[src/rtl/dual_input_debouncer_pkg.sv]
// Shared constants for the dual-input debouncer.
//   DB_CNT_MAX_DEFAULT     : hold time in cycles (10 ms at 100 MHz)
//   DB_SYNC_STAGES_DEFAULT : synchroniser depth
//   DB_CNT_MAX_SIM         : short hold time used by simulation benches
package dual_input_debouncer_pkg;

    localparam int DB_CNT_MAX_DEFAULT     = 1000000;
    localparam int DB_SYNC_STAGES_DEFAULT = 2;
    localparam int DB_CNT_MAX_SIM         = 4;

endpackage

[src/rtl/dual_input_debouncer_debounce_channel.sv]
// One debounce channel: synchroniser chain followed by a hold counter.
// Ports:
//   clk, rst_n : clock, asynchronous active-low reset
//   raw        : raw asynchronous input
//   db         : debounced level (registered)
//   rise, fall : one-cycle pulses on db transitions (registered)
//   settled    : synchronised input currently equals db (combinational,
//                registered by the parent before leaving the block)
module debounce_channel
    import dual_input_debouncer_pkg::*;
#(
    parameter int CNT_MAX     = DB_CNT_MAX_DEFAULT,
    parameter int SYNC_STAGES = DB_SYNC_STAGES_DEFAULT
) (
    input  logic clk,
    input  logic rst_n,
    input  logic raw,
    output logic db,
    output logic rise,
    output logic fall,
    output logic settled
);

    localparam int               CNT_W    = $clog2(CNT_MAX + 1);
    localparam logic [CNT_W-1:0] CNT_LAST = CNT_W'(CNT_MAX - 1);

    logic [SYNC_STAGES-1:0] sync;
    logic [CNT_W-1:0]       cnt;
    logic                   s;

    assign s       = sync[SYNC_STAGES-1];
    assign settled = (s == db);

    always_ff @(posedge clk or negedge rst_n) begin
        if (!rst_n) begin
            sync <= '0;
        end else begin
            sync <= {sync[SYNC_STAGES-2:0], raw};
        end
    end

    // Counter only runs while s disagrees with db; any return of s to db
    // clears it, so a glitch shorter than CNT_MAX cycles leaves no trace.
    always_ff @(posedge clk or negedge rst_n) begin
        if (!rst_n) begin
            cnt  <= '0;
            db   <= 1'b0;
            rise <= 1'b0;
            fall <= 1'b0;
        end else begin
            rise <= 1'b0;
            fall <= 1'b0;
            if (s == db) begin
                cnt <= '0;
            end else if (cnt == CNT_LAST) begin
                cnt  <= '0;
                db   <= s;
                rise <= s;
                fall <= ~s;
            end else begin
                cnt <= cnt + CNT_W'(1);
            end
        end
    end

endmodule

[src/rtl/dual_input_debouncer.sv]
// Two-channel switch/button conditioning front end.
// Ports:
//   clk, rst_n           : clock, asynchronous active-low reset
//   sw1_raw, sw2_raw     : raw asynchronous inputs
//   in1_db, in2_db       : debounced levels
//   in1_rise/in1_fall    : one-cycle edge pulses for channel 1
//   in2_rise/in2_fall    : one-cycle edge pulses for channel 2
//   stable               : registered "both channels settled" flag
module dual_input_debouncer
    import dual_input_debouncer_pkg::*;
#(
    parameter int CNT_MAX     = DB_CNT_MAX_DEFAULT,
    parameter int SYNC_STAGES = DB_SYNC_STAGES_DEFAULT
) (
    input  logic clk,
    input  logic rst_n,
    input  logic sw1_raw,
    input  logic sw2_raw,
    output logic in1_db,
    output logic in2_db,
    output logic in1_rise,
    output logic in1_fall,
    output logic in2_rise,
    output logic in2_fall,
    output logic stable
);

    localparam int NUM_CH = 2;

    logic [NUM_CH-1:0] raw;
    logic [NUM_CH-1:0] db;
    logic [NUM_CH-1:0] rise;
    logic [NUM_CH-1:0] fall;
    logic [NUM_CH-1:0] settled;

    assign raw = {sw2_raw, sw1_raw};

    for (genvar ch = 0; ch < NUM_CH; ch++) begin : g_ch
        debounce_channel #(
            .CNT_MAX     (CNT_MAX),
            .SYNC_STAGES (SYNC_STAGES)
        ) u_chan (
            .clk     (clk),
            .rst_n   (rst_n),
            .raw     (raw[ch]),
            .db      (db[ch]),
            .rise    (rise[ch]),
            .fall    (fall[ch]),
            .settled (settled[ch])
        );
    end

    assign in1_db   = db[0];
    assign in2_db   = db[1];
    assign in1_rise = rise[0];
    assign in1_fall = fall[0];
    assign in2_rise = rise[1];
    assign in2_fall = fall[1];

    // Registered so no output depends combinationally on the sync chain.
    always_ff @(posedge clk or negedge rst_n) begin
        if (!rst_n) begin
            stable <= 1'b0;
        end else begin
            stable <= &settled;
        end
    end

endmodule

[config.mk]
export PLATFORM = sky130hd
export DESIGN_NAME = dual_input_debouncer
export DESIGN_NICKNAME = d
export VERILOG_FILES = /design/src/rtl/dual_input_debouncer_pkg.sv /design/src/rtl/dual_input_debouncer_debounce_channel.sv /design/src/rtl/dual_input_debouncer.sv
export SDC_FILE = /design/constraint.sdc
export NUM_CORES = 1
export LEC_CHECK = 0
export ABC_CLOCK_PERIOD_IN_PS = 2450
export CAP_MARGIN = 20
export CORE_ASPECT_RATIO = 0.9
export CORE_UTILIZATION = 50
export CTS_CLUSTER_DIAMETER = 100
export DETAILED_ROUTE_END_ITERATION = 12
export PLACE_DENSITY_LB_ADDON = 0.12
export REMOVE_ABC_BUFFERS = 1
export SKIP_LAST_GASP = 1
export SYNTH_ARGS = -nofsm -noshare
export SYNTH_HDL_FRONTEND = slang
export SYNTH_SLANG_ARGS = --single-unit
export TNS_END_PERCENT = 30
[constraint.sdc]
create_clock -name clk -period 2.45 [get_ports clk]
set_input_delay 0.49 -clock clk [delete_from_list [all_inputs] [get_ports clk]]
set_output_delay 0.49 -clock clk [all_outputs]
set_load 0.02 [all_outputs]
==> results of run 1 <==
cell type report:
type / instances / area share [%]
Sequential cell: 51 / 48.5
Multi-Input combinational cell: 164 / 39.8
Timing Repair Buffer: 14 / 4.76
Tap cell: 62 / 2.95
Clock buffer: 5 / 2.62
Clock inverter: 3 / 0.856
Inverter: 4 / 0.571
registers in the layout (all words and copies together), names as in the netlist:
name and flops:
stable 1, g_ch.u_chan.cnt 40, g_ch.u_chan.sync 4, g_ch.u_chan.db 2, g_ch.u_chan.fall 2, g_ch.u_chan.rise 2
metrics by stage:
stage	hold slack (ns)	total power, mW
2_1_floorplan	0.194	0.903
3_3_place_gp	0.332	0.940
3_5_place_dp	0.340	0.940
4_1_cts	0.294	1.44
5_1_grt	0.344	1.48
6_report	0.277	1.41
routing by layer:
metal | global-route usage [%] | vias to the layer above | wire, um | part of all wire (%)
li1 | - | 832 | - | -
met1 | 29.1 | 811 | 2320 | 54
met2 | 28.6 | 21 | 1790 | 42
met3 | 4.63 | 5 | 131 | 3.0
met4 | 7.78 | 0 | 51 | 1.2
met5 | 0 | - | 0 | 0
critical path, stage by stage, from the launching register on:
cell                      delay [ns]
sky130_fd_sc_hd__dfrtp_1        0.40
sky130_fd_sc_hd__nand3_1        0.14
sky130_fd_sc_hd__or4b_4         0.56
sky130_fd_sc_hd__or3_1          0.41
sky130_fd_sc_hd__mux2_1         0.34
cell families after synthesis:
family	share of synthesized area, %
simple gates	25.8
flops	54.1
xor+xnor	10.0
compound gates	6.52
buf+inv	1.64
mux	0.954
fa+ha+maj	1.06
final timing paths:
check,end,slack [ns],depth (start not counted)
setup reg to reg,g_ch[0].u_chan.db,0.49,4
hold / removal,g_ch[1].u_chan.cnt[7],0.28,2
hold reg to reg,g_ch[0].u_chan.sync[1],0.36,0
max in group asynchronous,g_ch[0].u_chan.cnt[13],1.76,2
setup / recovery,g_ch[0].u_chan.db,0.49,4
min in group clk,g_ch[0].u_chan.sync[1],0.36,0
report_power, final:
part | internal (mW) | switching (mW) | total (mW)
Clock | 0.207 | 0.283 | 0.490
Sequential | 0.853 | 0.0120 | 0.865
Combinational | 0.0192 | 0.0365 | 0.0558
Total | 1.08 | 0.332 | 1.41
cells in the final DEF (no fill, tap or decap), types with 2 or more instances in the layout:
cell type	netlist	layout
sky130_fd_sc_hd__ha_1	2	2
sky130_fd_sc_hd__nor3b_1	4	4
sky130_fd_sc_hd__a21oi_1	11	11
sky130_fd_sc_hd__nand4_1	8	8
sky130_fd_sc_hd__o21ai_0	4	4
sky130_fd_sc_hd__dfrtp_1	51	51
sky130_fd_sc_hd__clkbuf_8	0	5
sky130_fd_sc_hd__or2_2	3	3
sky130_fd_sc_hd__xnor2_1	11	11
sky130_fd_sc_hd__or3_1	8	8
sky130_fd_sc_hd__nand2_1	14	14
sky130_fd_sc_hd__nor4_1	5	5
sky130_fd_sc_hd__and4_1	5	5
sky130_fd_sc_hd__nor2_1	29	29
sky130_fd_sc_hd__inv_6	0	2
sky130_fd_sc_hd__xor2_1	16	16
sky130_fd_sc_hd__buf_4	0	4
sky130_fd_sc_hd__or4_1	6	6
sky130_fd_sc_hd__nand3_1	14	14
sky130_fd_sc_hd__nor3_1	2	2
sky130_fd_sc_hd__and3_1	4	4
sky130_fd_sc_hd__clkdlybuf4s50_1	0	9
sky130_fd_sc_hd__o31ai_1	7	7
sky130_fd_sc_hd__inv_1	4	4
==> flow_summary.rst, run 1 <==
.. list-table::
   :header-rows: 1

   * - Metric
     - Value
   * - Outcome
     - finished, final reports clean
   * - Most used standard cells in the synthesized netlist
     - 51 x sky130_fd_sc_hd__dfrtp_1, 29 x sky130_fd_sc_hd__nor2_1, 16 x sky130_fd_sc_hd__xor2_1, 14 x sky130_fd_sc_hd__nand2_1, 14 x sky130_fd_sc_hd__nand3_1
   * - Area of the multi-input gates
     - 0.00105 mm^2
   * - Effective utilization at floorplan
     - 52.6%
   * - Count leader, synth
     - sky130_fd_sc_hd__dfrtp_1
   * - Via-to-Cell Ratio
     - 5.51
   * - Post-layout min period
     - 1.96 ns
   * - Pins over their slew limit
     - 0
   * - Setup clock skew after layout
     - 0.00733 ns
   * - Vias in the first global route
     - 1,561
   * - Top cell type's share of synthesized area
     - 54.1%
   * - Port Buf Inserts
     - 10
   * - Die H
     - 67.2 um
   * - Cell taking the most area after synthesis
     - sky130_fd_sc_hd__dfrtp_1
   * - Data arrival, critical path
     - 2.16 ns
   * - Setup repair after global routing missed its margin
     - false
   * - Dpl hpwl
     - 3.01 mm
   * - H-Tree Level Count
     - 2
   * - Post-Place Cells
     - 295
   * - Final cycle utilization of the critical path
     - 79.9%
   * - Register area
     - 0.00128 mm^2
   * - Actual slew at the worst max-slew pin
     - 0.619 ns
   * - Final WS setup
     - 0.492 ns
   * - Average wire length per cell after detail routing
     - 14.2 um
   * - Highest Clock Rate
     - 0.511 GHz
   * - Total congestion overflow
     - 0
   * - Crit path required time
     - 2.65 ns
   * - Max cap viols
     - 0
   * - DRC errors left
     - 0
   * - Number of nets with antenna violations after detailed routing
     - 0
   * - Final #Nets
     - 246
   * - Core area
     - 0.00449 mm^2
   * - Crit path launch type
     - register
   * - Number of antenna violations at the first check in global routing
     - 0
   * - Share of the core filled with cells
     - 58.6%
   * - Wire length of the first global-routing pass
     - 7.36 mm
   * - DIE WIDTH
     - 74.4 um
   * - Kind of capture point of the worst setup path
     - register
   * - Largest cells by area after synthesis
     - sky130_fd_sc_hd__dfrtp_1 54%, sky130_fd_sc_hd__xor2_1 5.9%, sky130_fd_sc_hd__nor2_1 4.6%
   * - Total Neg Setup Slack
     - 0 ns
   * - Number of buffers inserted during clock tree synthesis
     - 5
   * - Via count of the routed design
     - 1,669
   * - Clock latency on the worst-skew pair
     - 0.30 ns
   * - Die footprint
     - 0.00500 mm^2
   * - Post-route standard cell area excluding fillers
     - 0.00263 mm^2
   * - CTS tree
     - built
   * - Violation count after the first detailed-routing iteration
     - 67
   * - Slew HR
     - 58.7%
   * - Layout-stage area growth over the synthesis result
     - 11.4%
   * - Number of endpoints failing setup at the final stage
     - 0
   * - Fill cell total of the finished layout
     - 416
   * - WS Path Type
     - reg -> reg
   * - Inserted Diodes
     - 0
   * - Highest net fanout along the worst path
     - 4
   * - Number of warnings reported in the yosys synthesis log
     - 0
   * - Final non-filler cell total
     - 303
   * - Synthesized area per cell
     - 10.5 um^2
   * - Hold bufs inserted after CTS
     - 0
   * - Number of standard cells after synthesis
     - 224
   * - Start point of the critical path
     - g_ch[0].u_chan.cnt[17]
   * - Post-synth top flop
     - sky130_fd_sc_hd__dfrtp_1
   * - Area of placed instances
     - 0.00254 mm^2
   * - Max clock buf depth
     - 2
   * - Setup slack after placement
     - 0.531 ns
   * - Maximum number of pins on one net before global-route repair
     - 52
   * - Async set-reset flop share out of synthesis
     - 100%
   * - Number of gates resized after cts
     - 0
   * - Peak VDD IR
     - 0.000377 V
   * - Length of the first detailed-routing pass in iterations
     - 4
   * - Part of the Yosys area used for sequential elements
     - 54.1%
   * - Number of clock sinks seen by CTS
     - 51
   * - Global Route Usage Sum
     - 19.9%
   * - Post-Synthesis Cell Area
     - 0.00236 mm^2
   * - Layout cell share with drive strength beyond 1
     - 9.13%
   * - Areal power density over the cells
     - 536 mW/mm^2
   * - Number of standard-cell rows in the floorplan
     - 23
   * - Total routed wirelength
     - 4.30 mm
   * - Num ports
     - 11
   * - Root Buffer
     - sky130_fd_sc_hd__clkbuf_8
   * - Static Leakage
     - 1.07 nW
   * - Hold Path Class
     - in -> async
   * - Source of the worst register-to-register timing path
     - g_ch[0].u_chan.cnt[17]
   * - Reg clk slew, reported paths
     - 0.10 ns
   * - Buffers inserted by post-CTS timing repair
     - 0
   * - Number of enable-type register cells in the synthesized netlist
     - 0
   * - Hold violation total from the final report
     - 0
   * - Distinct cell type count after synthesis
     - 33
   * - Number of register bits inferred by synthesis
     - 51
   * - Placer's final routability congestion estimate
     - 0.843
Note: power is estimated with default switching activity, not from simulation.
==> inputs of run 2 (changes only) <==
- ABC_CLOCK_PERIOD_IN_PS: 2450 -> 1800
- clock period: 2.45 -> 1.8 ns (I/O delays scaled with it)
==> run 2 against run 1 <==
Net effect:
- flip-flop and latch count unchanged
- clock skew is 0.00054 ns higher
- wire length rose by 6.5%
- via count up 4.7%
- final area rose by 7.6%
- critical path depth did not move
- clock power grew 35%
- sequential share of layout area is 3.4 points lower
- global-route usage grew 0.58 points
- clock-buffer cell count grew 1
- non-clock buffer count up 20
- worst hold slack better by 0.079 ns
==> flow_summary.rst, run 2 (same netlist as run 1, synthesis figures left out) <==
.. list-table::
   :header-rows: 1

   * - Metric
     - Value
   * - Kind of capture point of the worst setup path
     - register
   * - Layer carrying the most global-route usage
     - met1
   * - Global Route Usage Sum
     - 20.5%
   * - Family with the most delay on the worst path
     - simple AND/OR/NAND/NOR gates
   * - Hold violation total from the final report
     - 0
   * - Root Buffer
     - sky130_fd_sc_hd__clkbuf_8
   * - Die H
     - 67.2 um
   * - Leading cell type in the layout, fill and taps excluded
     - sky130_fd_sc_hd__dfrtp_1
   * - Slew HR
     - 70.8%
   * - Via-to-Cell Ratio
     - 5.41
   * - Highest net fanout along the worst path
     - 3
   * - Length of the first detailed-routing pass in iterations
     - 4
   * - Number of endpoints failing setup at the final stage
     - 0
   * - Crit path required time
     - 2.00 ns
   * - Wire length of the first global-routing pass
     - 7.58 mm
   * - Fill cell total of the finished layout
     - 402
   * - Placer's final routability congestion estimate
     - 0.752
   * - Data arrival, critical path
     - 1.99 ns
   * - Setup clock skew after layout
     - 0.00786 ns
   * - Sequential share of power
     - 61.0%
   * - Layout cell share with drive strength beyond 1
     - 18.0%
   * - Vias in the first global route
     - 1,653
   * - Effective utilization at floorplan
     - 52.6%
   * - Max cap viols
     - 0
   * - Share of the core filled with cells
     - 63.0%
   * - Slowest CP cell
     - sky130_fd_sc_hd__or4b_4
   * - Total congestion overflow
     - 0
   * - DRC errors left
     - 0
   * - Outcome
     - finished, final reports clean
   * - Reg clk slew, reported paths
     - 0.09 ns
   * - Switching share of power
     - 23.4%
   * - Static Leakage
     - 1.17 nW
   * - Register with the most flip-flops
     - g_ch.u_chan.cnt
   * - Actual slew at the worst max-slew pin
     - 0.438 ns
   * - Dpl hpwl
     - 3.20 mm
   * - Power spent charging and discharging nets
     - 452 uW
   * - Peak VDD IR
     - 0.000495 V
   * - H-Tree Level Count
     - 2
   * - Largest registers
     - g_ch.u_chan.cnt x40, g_ch.u_chan.sync x4
   * - Highest Clock Rate
     - 0.558 GHz
   * - Areal power density over the cells
     - 681 mW/mm^2
   * - Maximum number of pins on one net before global-route repair
     - 35
   * - Power share of the clock group
     - 34.4%
   * - Flip-flop count of the largest register, all copies and words added
     - 40
   * - Number of antenna violations at the first check in global routing
     - 0
   * - Worst stage delay on the critical path
     - 0.53 ns
   * - P_int
     - 1.48 mW
   * - Number of standard-cell rows in the floorplan
     - 23
   * - Clock latency on the worst-skew pair
     - 0.31 ns
   * - Die footprint
     - 0.00500 mm^2
   * - GR Layer Usage met3
     - 5.07%
   * - Met2 usage
     - 27.4%
   * - Post-layout min period
     - 1.79 ns
   * - Total routed wirelength
     - 4.58 mm
   * - WS Path Type
     - reg -> reg
   * - Global-route track usage on met1
     - 31.4%
   * - Inserted Diodes
     - 0
   * - Final #Nets
     - 266
   * - Buf/Inv on CP
     - 0
   * - Setup repair after global routing missed its margin
     - true
   * - Number of buffers inserted during clock tree synthesis
     - 5
   * - Pins over their slew limit
     - 0
   * - Number of nets with antenna violations after detailed routing
     - 0
   * - Average wire length per cell after detail routing
     - 14.2 um
   * - Max clock buf depth
     - 2
   * - DIE WIDTH
     - 74.4 um
   * - Area of the multi-input gates
     - 0.00108 mm^2
   * - Post-route standard cell area excluding fillers
     - 0.00283 mm^2
   * - Violation count after the first detailed-routing iteration
     - 120
   * - Via count of the routed design
     - 1,748
   * - Most used cells in the layout excluding fill and tap cells
     - 50 x sky130_fd_sc_hd__dfrtp_1, 29 x sky130_fd_sc_hd__nor2_1, 21 x sky130_fd_sc_hd__buf_4
   * - Num ports
     - 11
   * - Area of placed instances
     - 0.00268 mm^2
   * - Register area
     - 0.00128 mm^2
   * - Critical path, cell by cell
     - nand3_2, or4b_4, or3_4, mux2_1
   * - CTS tree
     - built
   * - Hold Path Class
     - reg -> reg
   * - Number of clock sinks seen by CTS
     - 51
   * - Layout-stage area growth over the synthesis result
     - 19.9%
   * - Crit path launch type
     - register
   * - Final cycle utilization of the critical path
     - 99.6%
   * - Port Buf Inserts
     - 10
   * - Core area
     - 0.00449 mm^2
   * - Relative contribution of combinational cells to total power
     - 4.6%
run 2: cell count changes in the layout (fill, tap and decap cells not counted), sizes merged:
cell and delta:
inv -1, clkbuf +1, clkinvlp +1, buf +19, dlygate4sd3 +1, clkinv -1
run 2: power groups by stage:
stage               logic [mW]  registers [mW]  clock network, mW
floorplan               0.0309            1.20                  0
global placement        0.0884            1.20                  0
detailed placement      0.0883            1.20                  0
CTS                     0.0907            1.18              0.688
global route             0.102            1.18              0.724
finish                  0.0887            1.18              0.663
run 2: final timing paths:
path | from | end | slack, ns | cells past startpoint
max | g_ch[0].u_chan.cnt[18] | g_ch[0].u_chan.db | 0.007 | 4
max reg2reg | g_ch[0].u_chan.cnt[18] | g_ch[0].u_chan.db | 0.007 | 4
min reg2reg | g_ch[0].u_chan.sync[0] | g_ch[0].u_chan.sync[1] | 0.36 | 0
min in group asynchronous | rst_n | g_ch[1].u_chan.cnt[11] | 0.51 | 2
min | g_ch[0].u_chan.sync[0] | g_ch[0].u_chan.sync[1] | 0.36 | 0
max in group asynchronous | rst_n | g_ch[0].u_chan.fall | 0.77 | 3
run 2: layout make-up:
cell class | count | area share [%]
multi-input combinational | 164 | 38.1
clock inverter | 2 | 0.575
clock buffer | 6 | 2.56
tap | 62 | 2.74
inverter | 4 | 0.531
sequential | 51 | 45.1
timing repair buffer | 34 | 10.4
run 2: per-layer routing:
metal  wire (um)  part of all wire, %
met4          63                  1.4
met1        2450                   53
met5           0                    0
met2        1890                   41
met3         182                  4.0
run 2: stage by stage:
step | power, mW | hold slack [ns] | setup slack, ns | setup TNS (ns) | instances
global route | 2.01 | 0.370 | -0.0419 | -0.203 | 323
CTS | 1.96 | 0.360 | -0.0142 | -0.0142 | 322
finish | 1.93 | 0.356 | 0.00652 | 0 | 323
global placement | 1.29 | 0.320 | -0.00633 | -0.00633 | 312
detailed placement | 1.29 | 0.320 | -0.0404 | -0.0851 | 312
floorplan | 1.23 | 0.0644 | -0.00738 | -0.00738 | 219
run 2: what timing repair did:
action,in CTS,in global routing
buffers inserted,1,1
gates resized for setup,2,6
hold buffers,1,0
setup endpoints to repair,9,18
pin swaps,0,1
endpoints found under the hold margin,17,0
==> inputs of run 3 (changes only) <==
- PLACE_DENSITY: not set -> 0.71
- PLACE_DENSITY_LB_ADDON: 0.12 -> not set
==> run 3 against run 2 <==
Net effect:
- the run now ends with setup timing left
- largest power group unchanged
- fmax down 0.70%
- largest cell class unchanged
- global-route usage up 0.099 points
- worst hold slack lost 0.33 ns
- wire length is 3.9% higher
- flip-flop and latch count unchanged
- clock power grew 3%
==> flow_summary.rst, run 3 (same netlist as run 1, synthesis figures left out) <==
.. list-table::
   :header-rows: 1

   * - Metric
     - Value
   * - Via-to-Cell Ratio
     - 5.42
   * - Inserted Diodes
     - 0
   * - Number of antenna violations at the first check in global routing
     - 0
   * - CTS tree
     - built
   * - Post-route standard cell area excluding fillers
     - 0.00288 mm^2
   * - Peak VDD IR
     - 0.000583 V
   * - Root Buffer
     - sky130_fd_sc_hd__clkbuf_8
   * - Timing endpoint of the critical path
     - g_ch[0].u_chan.db
   * - Area of placed instances
     - 0.00271 mm^2
   * - Highest net fanout along the worst path
     - 3
   * - Effective utilization at floorplan
     - 52.6%
   * - Setup repair after global routing missed its margin
     - true
   * - Outcome
     - complete, but fails checks
   * - P_int
     - 1.48 mW
   * - Pins over their slew limit
     - 0
   * - Share of the core filled with cells
     - 64.1%
   * - Placer's final routability congestion estimate
     - 0.813
   * - Max clock buf depth
     - 2
   * - Highest Clock Rate
     - 0.554 GHz
   * - Met2 usage
     - 30.2%
   * - Total Neg Setup Slack
     - -0.00618 ns
   * - Average wire length per cell after detail routing
     - 14.5 um
   * - Total congestion overflow
     - 0
   * - Reg clk slew, reported paths
     - 0.10 ns
   * - Number of endpoints failing setup at the final stage
     - 1
   * - Final #Nets
     - 271
   * - Crit path launch type
     - register
   * - Start point of the critical path
     - g_ch[0].u_chan.cnt[18]
   * - Final cycle utilization of the critical path
     - 100%
   * - Leading cell type in the layout, fill and taps excluded
     - sky130_fd_sc_hd__dfrtp_1
   * - Number of nets with antenna violations after detailed routing
     - 0
   * - Final non-filler cell total
     - 328
   * - Final WS setup
     - -0.00618 ns
   * - Slew HR
     - 72.1%
   * - Violation count after the first detailed-routing iteration
     - 127
   * - Global Route Usage Sum
     - 20.6%
   * - Dpl hpwl
     - 3.31 mm
   * - Vias in the first global route
     - 1,720
   * - Number of buffers inserted during clock tree synthesis
     - 5
   * - Cell count of the worst reg-to-reg path
     - 4
   * - DIE WIDTH
     - 74.4 um
   * - DRC errors left
     - 0
   * - Post-Place Cells
     - 316
   * - Crit path required time
     - 1.99 ns
   * - Sequential share of power
     - 60.3%
   * - Via count of the routed design
     - 1,777
   * - H-Tree Level Count
     - 2
   * - GR Layer Usage met3
     - 4.78%
   * - Setup slack after placement
     - -0.0606 ns
   * - Final hold slack
     - 0.0229 ns
   * - Areal power density over the cells
     - 679 mW/mm^2
   * - Layer carrying the most global-route usage
     - met1
   * - Number of clock sinks seen by CTS
     - 51
   * - Number of standard-cell rows in the floorplan
     - 23
   * - Total routed wirelength
     - 4.76 mm
   * - Hold Path Class
     - in -> async
   * - Capturing point of the worst reg2reg path
     - g_ch[0].u_chan.db
   * - Core area
     - 0.00449 mm^2
   * - Hold violation total from the final report
     - 0
   * - Source of the worst register-to-register timing path
     - g_ch[0].u_chan.cnt[18]
   * - Maximum number of pins on one net before global-route repair
     - 52
   * - Wire length of the first global-routing pass
     - 7.82 mm
   * - Max cap viols
     - 0
   * - Power spent charging and discharging nets
     - 471 uW
   * - Register with the most flip-flops
     - g_ch.u_chan.cnt
   * - WS Path Type
     - reg -> reg
   * - Length of the first detailed-routing pass in iterations
     - 4
   * - Flip-flop count of the largest register, all copies and words added
     - 40
   * - Clock latency on the worst-skew pair
     - 0.30 ns
   * - Static Leakage
     - 1.19 nW
   * - Actual slew at the worst max-slew pin
     - 0.418 ns
   * - Switching share of power
     - 24.1%
   * - Largest registers
     - g_ch.u_chan.cnt x40, g_ch.u_chan.sync x4
   * - Global-route track usage on met1
     - 30.6%
   * - Setup clock skew after layout
     - 0.0108 ns
   * - Reg-to-reg setup timing slack
     - -0.006 ns
   * - Overall power of the completed layout
     - 1.96 mW
   * - Die H
     - 67.2 um
   * - Post-layout min period
     - 1.81 ns
   * - Layout cell share with drive strength beyond 1
     - 21.1%
   * - Layout-stage area growth over the synthesis result
     - 21.9%
   * - Kind of capture point of the worst setup path
     - register
   * - Data arrival, critical path
     - 2.00 ns
   * - Num ports
     - 11
   * - Violated checks
     - setup timing
   * - Die footprint
     - 0.00500 mm^2
   * - Port Buf Inserts
     - 10
   * - Most used cells in the layout excluding fill and tap cells
     - 50 x sky130_fd_sc_hd__dfrtp_1, 29 x sky130_fd_sc_hd__nor2_1, 27 x sky130_fd_sc_hd__buf_4
   * - Relative contribution of combinational cells to total power
     - 4.9%
   * - Power share of the clock group
     - 34.9%
run 3: cell types whose count changed in the layout (fill, tap and decap cells not counted), sizes merged:
cell and change:
inv +1, clkbuf -1, buf +6, dlygate4sd3 -1
run 3: how the worst min path moves through the flow:
stage                           start                      to  slack [ns]  cells past startpoint
6_report                        rst_n  g_ch[1].u_chan.cnt[15]        0.02                      2
5_1_grt                         rst_n  g_ch[1].u_chan.cnt[17]        0.04                      2
4_1_cts                         rst_n  g_ch[1].u_chan.cnt[15]        0.04                      2
3_5_place_dp   g_ch[1].u_chan.sync[0]  g_ch[1].u_chan.sync[1]        0.34                      0
3_3_place_gp   g_ch[0].u_chan.sync[0]  g_ch[0].u_chan.sync[1]        0.34                      0
2_1_floorplan                   rst_n   g_ch[0].u_chan.cnt[0]        0.06                      0
run 3: layer usage:
layer	routed length (um)	part of all wire (%)	vias to the layer above
met5	0	0	-
met1	2420	51	862
met3	177	3.7	4
met2	2130	45	28
met4	35	0.74	0
li1	-	-	883
run 3: layout make-up:
cell class	count	area, um^2
Multi-Input combinational cell	164	1080
Inverter	4	15.0
Clock inverter	3	25.0
Clock buffer	5	68.8
Timing Repair Buffer	39	329
Fill cell	365	1610
Sequential cell	51	1280
Tap cell	62	77.6
run 3: worst max-delay path, cell delays in order (launching register included):
cell and delay (ns):
sky130_fd_sc_hd__dfrtp_1 0.38, sky130_fd_sc_hd__nand3_2 0.09, sky130_fd_sc_hd__or4b_4 0.50, sky130_fd_sc_hd__or3_4 0.42, sky130_fd_sc_hd__mux2_4 0.30
run 3: power groups by stage:
stage	sequential, mW	clock (mW)	combinational [mW]
CTS	1.18	0.704	0.0938
floorplan	1.20	0	0.0309
finish	1.18	0.682	0.0948
global placement	1.20	0	0.0915
global route	1.18	0.756	0.107
detailed placement	1.20	0	0.0931
run 3: repair_timing:
action | 4_1_cts | 5_1_grt
hold buffers | 0 | 0
buffers inserted | 2 | 2
pin swaps | 1 | 3
gates resized for setup | 2 | 9
setup endpoints to repair | 5 | 25
